[config.mk]
export PLATFORM = sky130hd
export DESIGN_NAME = sn_window_decoder
export DESIGN_NICKNAME = d
export VERILOG_FILES = /design/src/rtl/sn_window_decoder.sv
export SDC_FILE = /design/constraint.sdc
export NUM_CORES = 1
export LEC_CHECK = 0
export CORE_UTILIZATION = 61
export CTS_CLUSTER_DIAMETER = 100
export CTS_CLUSTER_SIZE = 20
export DETAILED_ROUTE_END_ITERATION = 16
export GPL_TIMING_DRIVEN = 0
export HOLD_SLACK_MARGIN = 0.05
export PLACE_DENSITY = 0.93
export SLEW_MARGIN = 10
export SYNTH_ARGS = -nofsm -noshare
export SYNTH_HDL_FRONTEND = slang
export SYNTH_SLANG_ARGS = --single-unit
export TNS_END_PERCENT = 30
[constraint.sdc]
create_clock -name clk -period 7.4 [get_ports clk]
set_clock_uncertainty 0.2 [all_clocks]
set_input_delay 1.48 -clock clk [delete_from_list [all_inputs] [get_ports clk]]
set_output_delay 1.48 -clock clk [all_outputs]
set_load 0.03 [all_outputs]
[src/rtl/sn_window_decoder.sv]
// sn_window_decoder: converts a serial stochastic bitstream back to binary by
// counting ones over a window of 2^L qualified bits. The result is normalised
// to Q0.MAX_LOG2 full-scale and handed out through a valid/ready handshake.
// Optional feature macro: SN_BIPOLAR_EN adds a registered bipolar output
// (2*prob - 2^MAX_LOG2). Without it bip_out is tied to 0.
module sn_window_decoder #(
    parameter int MAX_LOG2 = 8
) (
    input  logic                       clk,
    input  logic                       rst_n,
    input  logic                       sn_bit,
    input  logic                       sn_valid,
    input  logic                       start,
    input  logic                       cont,
    input  logic [3:0]                 win_sel,
    output logic                       busy,
    output logic                       out_valid,
    input  logic                       out_ready,
    output logic [MAX_LOG2:0]          prob_out,
    output logic signed [MAX_LOG2+1:0] bip_out
);

    // One extra bit so an all-ones window reaches 2^MAX_LOG2 without wrapping.
    localparam int CW = MAX_LOG2 + 1;

    typedef enum logic [1:0] {IDLE, COUNT, DONE} state_t;

    state_t        state, state_next;
    logic [3:0]    win_len;
    logic [3:0]    win_clamped;
    logic [CW-1:0] bits_seen, ones;
    logic [CW-1:0] bits_next, ones_next;
    logic [CW-1:0] win_target;
    logic [CW-1:0] prob_next;
    logic          cont_q;
    logic          count_en;
    logic          win_end;
    logic          handshake;

    assign win_clamped = (int'(win_sel) > MAX_LOG2) ? 4'(MAX_LOG2) : win_sel;
    assign win_target  = CW'(1) << win_len;
    assign bits_next   = bits_seen + CW'(1);
    assign ones_next   = ones + CW'(sn_bit);
    assign count_en    = (state == COUNT) && sn_valid;
    assign win_end     = count_en && (bits_next == win_target);
    assign handshake   = (state == DONE) && out_ready;
    // Scale the count so every window length shares the same full-scale.
    assign prob_next   = ones_next << (MAX_LOG2 - int'(win_len));

    // State register
    always_ff @(posedge clk) begin
        if (!rst_n) state <= IDLE;
        else        state <= state_next;
    end

    // Next-state decode
    always_comb begin
        state_next = state;
        case (state)
            IDLE:    if (start) state_next = COUNT;
            COUNT:   if (win_end) state_next = DONE;
            DONE:    if (out_ready) state_next = cont_q ? COUNT : IDLE;
            default: state_next = IDLE;
        endcase
    end

    // Counters, window config and registered outputs
    always_ff @(posedge clk) begin
        if (!rst_n) begin
            bits_seen <= '0;
            ones      <= '0;
            win_len   <= '0;
            cont_q    <= 1'b0;
            prob_out  <= '0;
            busy      <= 1'b0;
            out_valid <= 1'b0;
        end else begin
            busy      <= (state_next != IDLE);
            out_valid <= (state_next == DONE);
            if (state == IDLE) begin
                bits_seen <= '0;
                ones      <= '0;
                if (start) win_len <= win_clamped;
            end else if (count_en) begin
                bits_seen <= bits_next;
                ones      <= ones_next;
                if (win_end) begin
                    prob_out <= prob_next;
                    cont_q   <= cont;
                end
            end else if (handshake) begin
                // Re-arm for the next window; bits in this cycle are dropped.
                bits_seen <= '0;
                ones      <= '0;
            end
        end
    end

`ifdef SN_BIPOLAR_EN
    localparam logic [MAX_LOG2+1:0] BIP_OFS = (MAX_LOG2 + 2)'(1) << MAX_LOG2;
    logic [MAX_LOG2+1:0] bip_next;

    // Modular arithmetic gives the right two's-complement result at +2^MAX_LOG2.
    assign bip_next = {prob_next, 1'b0} - BIP_OFS;

    // Bipolar result registered alongside prob_out
    always_ff @(posedge clk) begin
        if (!rst_n)       bip_out <= '0;
        else if (win_end) bip_out <= bip_next;
    end
`else
    assign bip_out = '0;
`endif

endmodule

[After elaboration in Yosys (flattened, before gate mapping)]
Index checks and enable logic that the tools add are counted.
Word-level totals
  input port bits: 11
  register bits after elaboration: 36
  logic and storage cells: 38
  output and inout bits: 21
Cells by class
  shift operators: 2
  eq/ne operators: 4
  add/subtract/negate cells: 3
  multiplexer cells: 9
  bitwise gates (word level): 2
  reductions and logical operators: 9
  order comparisons: 1
Operators by type and width (count)
  $shl 9x32->9: 1
  $mux 9: 3
  $add 9x1->9: 1
  $add 9x1->9 const B: 1
  $eq 9x9->1: 1
  $shl 1x4->9 const A: 1
  $mux 2: 3
  $pmux 2 s3: 1
  $sub 4x4->5 const A: 1
  $eq 2x2->1 const B: 2
  $gt 4x4->1 const B: 1
  $mux 4: 1
  $reduce_bool 2->1: 2
  $logic_and 1x1->1: 3
  $reduce_and 3->1: 1
  $eq 2x1->1 const B: 1
  $logic_not 2->1: 1
  $not 1->1: 2
  $reduce_and 2->1: 1
  $reduce_or 2->1: 1
  $mux 1: 1

[Logic depth before layout (Yosys ltp)]
  depth in word-level cells: 6
  gate-level depth with buffers: 11
  mapped depth without buffers: 9

[Worst setup path before layout]
Ideal clock, no wire load.
  path type: input port to flip-flop
  start: in sn_bit
  end: reg prob_out[7]
  library setup time: 0.122 ns
  required time: 7.078 ns
  data arrival time: 3.298 ns
  cell stages on the path: 9
  slack: 3.781 ns
  path buffers: 1
  cell sequence: ha_1 > ha_1 > clkbuf_1 > nor2b_1 > o21a_1 > or4_1 > a32o_1 > o21ai_0 > mux2i_1
Between the ends
  cells in the longest elaborated chain, start to end: 2
RTL lines
  start, declared: RTL line 11  | input logic sn_bit,
  $add 9x1->9: RTL line 43  | assign ones_next = ones + CW'(sn_bit);
  $shl 9x32->9: RTL line 48  | assign prob_next = ones_next << (MAX_LOG2 - int'(win_len));
  end signal, assigned: RTL line 88  | prob_out <= prob_next;
  end, declared: RTL line 19  | output logic [MAX_LOG2:0] prob_out,
No other way between the ends.
A chain may end at the register's enable or synchronous reset.

[Worst setup path after layout]
  start: in sn_bit
  end: reg prob_out[6]
Same word-level chain as after synthesis.

==> results.toml <==
[synthesis]
yosys.area.top_type = "dfxtp_1"
syn_area_um2 = 2743
synth_ff_type = "dfxtp_1"
synthArstFlopShare_pct = 0
synth.distinct_cells = 62
avgSynthCellArea_um2 = 7.792
synth_common_cells = "36 x dfxtp_1, 30 x nand2_1, 29 x nor2_1"
synth_most_common_cell = "dfxtp_1"
yosysSeqAreaShare_pct = 26.28
synth_area_leaders = "dfxtp_1 26%, mux2i_1 5.1%, ha_1 4.1%, nand2_1 4.1%, nor2_1 4.0%"
synth_top_area_share_pct = 26.28
synth-edff-count = 0
ys_warn_count = 0
synthCells = 352
synth.ff_latch_count = 36

[final_layout]
layout.nets = 408
diodes = 0
drive_above_1_share_pct = 9.769
synthToLayoutAreaGrowth_pct = 16.70
finish.utilization_pct = 74.02
stdcell_area_um2 = 3201

[detailed_routing]
wl_um = 7244
vias = 2835
drt_iter0_markers = 241
via_per_inst = 6.429
routedWlPerCell_um = 16.43
ant_nets = 0
drc = 0
dr.pass1.iters = 5

[timing]
finalMaxSlewViolations = 0
rsz0062_at_grt = "no"
period_needed_ns = 4.173
finalSetupViolCount = 0
fmax_mhz = 239.6
min_period_over_period_pct = 56.39
tns_ns = 0
hold_violations = 0
tightest_slew_ns = 0.9129
slew_headroom_pct = 38.86

[power_and_ir_drop]
power.internal_uw = 412.2
ir_worst_vdd_mv = 0.1307
p_leak_uw = 0.001225
power.switching_uw = 157.9
seqPwrFrac_pct = 35.4
total_power_uw = 570.2
power_frac_comb_pct = 21.4
pwr_density_cell_nw_per_um2 = 178.1
switching_share_pct = 27.70
clock_power_share_pct = 43.2

[placed_design]
port_buffers = 20
gp_congestion = 0.9097
place_hpwl_um = 5009
placedInstanceArea_um2 = 3042

[clocking]
cts_resized = 0
clk_latency_ns = 0.30
cts.sinks = 36
clockBufferDepth = 2
cts_setup_buffers = 0
cts_root_buf = "clkbuf_8"
numCtsBuffers = 5
ctsHoldBuffers = 0
htreeDepth = 2
cts.clk_slew.worst_paths_ns = 0.07
cts_tree = "built"

[floorplanning]
die_h_um = 69.06
start_util_pct = 63.43
rows = 24
io_pins = 32
fp.dieArea_um2 = 4769
die_w_um = 69.06
fp.coreArea_um2 = 4324

[flow_run]
maxCapViolations = 0

[worst_hold_path]
hold_path.class = "reg -> reg"

[worst_setup_path]
crit_type = "in -> reg"
endpoint_kind = "flip-flop"
cp_data_required_time_ns = 7.44
start_kind = "input pin"
cp.arrival_ns = 4.22
path_max_fanout = 9

[grt]
grt_usage_pct = 30.08
antenna_found_initial = 0
grt_pass1_wl_um = 11750
grt_overflow = 0
grt_pass1_vias = 2575
grt_max_degree = 13

[outcome]
status = "finished, final reports clean"
## through the flow
stage          setup slack (ns)  hold slack (ns)  std cells
2_1_floorplan             3.781           0.2382        361
3_3_place_gp              3.041           0.2468        433
3_5_place_dp              3.005           0.2592        433
4_1_cts                   3.334           0.2695        441
5_1_grt                   3.075           0.2953        441
6_report                  3.227           0.2636        441
## kinds of logic after synthesis
group | Yosys count | share of synthesized area, %
simple gates | 145 | 29.15
compound gates | 83 | 20.62
buf+inv | 48 | 8.713
flops | 36 | 26.28
mux | 17 | 6.341
xor+xnor | 13 | 4.653
fa+ha+maj | 9 | 4.106
other cells | 1 | 0.1367
## flip-flops by register name (all words and copies together), names as in the netlist
signal / flops
ones: 9
prob_out: 9
state: 2
cont_q: 1
busy: 1
bits_seen: 9
out_valid: 1
win_len: 4
## power by group through the flow
stage / sequential [uW] / clock (uW) / combinational (uW)
after floorplan: 209 / 0 / 84.0
after CTS: 202 / 247 / 119
after global placement: 206 / 0 / 112
final: 202 / 246 / 122
after global routing: 203 / 255 / 131
after detailed placement: 206 / 0 / 117
## cell usage in the layout, fill, tap and decap left out, drive strengths merged, types with 4 or more instances in the layout
cell type / netlist / routed
nor2: 31 / 31
xnor2: 7 / 7
o21ai: 21 / 21
nand3: 10 / 10
a31oi: 4 / 4
clkbuf: 21 / 26
and3: 6 / 6
mux2i: 14 / 14
a22oi: 8 / 8
nor3: 9 / 9
nor2b: 9 / 9
inv: 11 / 11
nand3b: 5 / 5
conb: 1 / 10
xor2: 5 / 5
nand2: 30 / 30
nand2b: 5 / 5
buf: 16 / 16
nand4: 9 / 9
a21oi: 21 / 21
and2: 4 / 4
ha: 9 / 9
nor3b: 6 / 6
o21a: 4 / 4
clkdlybuf4s50: 0 / 20
and4: 5 / 5
dfxtp: 36 / 36
## path summary, 6_finish.rpt
check	cells past startpoint	slack (ns)	start	end
worst max register to register	11	3.89	win_len[0]	prob_out[7]
worst min register to register	2	0.26	prob_out[2]	prob_out[2]
worst max-delay path	10	3.23	sn_bit	prob_out[6]
worst min-delay path	2	0.26	prob_out[2]	prob_out[2]
## final cells by class
type | count | area, um2
clock inverters | 3 | 90.09
multi-input cells | 277 | 1817
plain buffers | 37 | 197.7
clock buffers | 5 | 68.82
flip-flops and latches | 36 | 720.7
well taps | 52 | 65.06
fillers | 336 | 1124
repair buffers | 20 | 200.2
inverters | 11 | 41.29
## routing by layer
metal / GRT usage, % / up-vias / routed length, um
met5: 0 / - / 0
met4: 12.70 / 0 / 210
met3: 4.825 / 28 / 487
met2: 50.49 / 145 / 3539
met1: 38.06 / 1326 / 3005
li1: - / 1336 / -
## worst max-delay path, stage by stage
cell and delay, ns:
clkdlybuf4s50_1 0.46, ha_1 0.33, ha_1 0.20, clkbuf_1 0.32, nand3_1 0.27, nor2_1 0.26
xor2_1 0.26, o2111ai_1 0.14, a311oi_1 0.31, mux2_2 0.19
(Power assumes the default switching activity.)
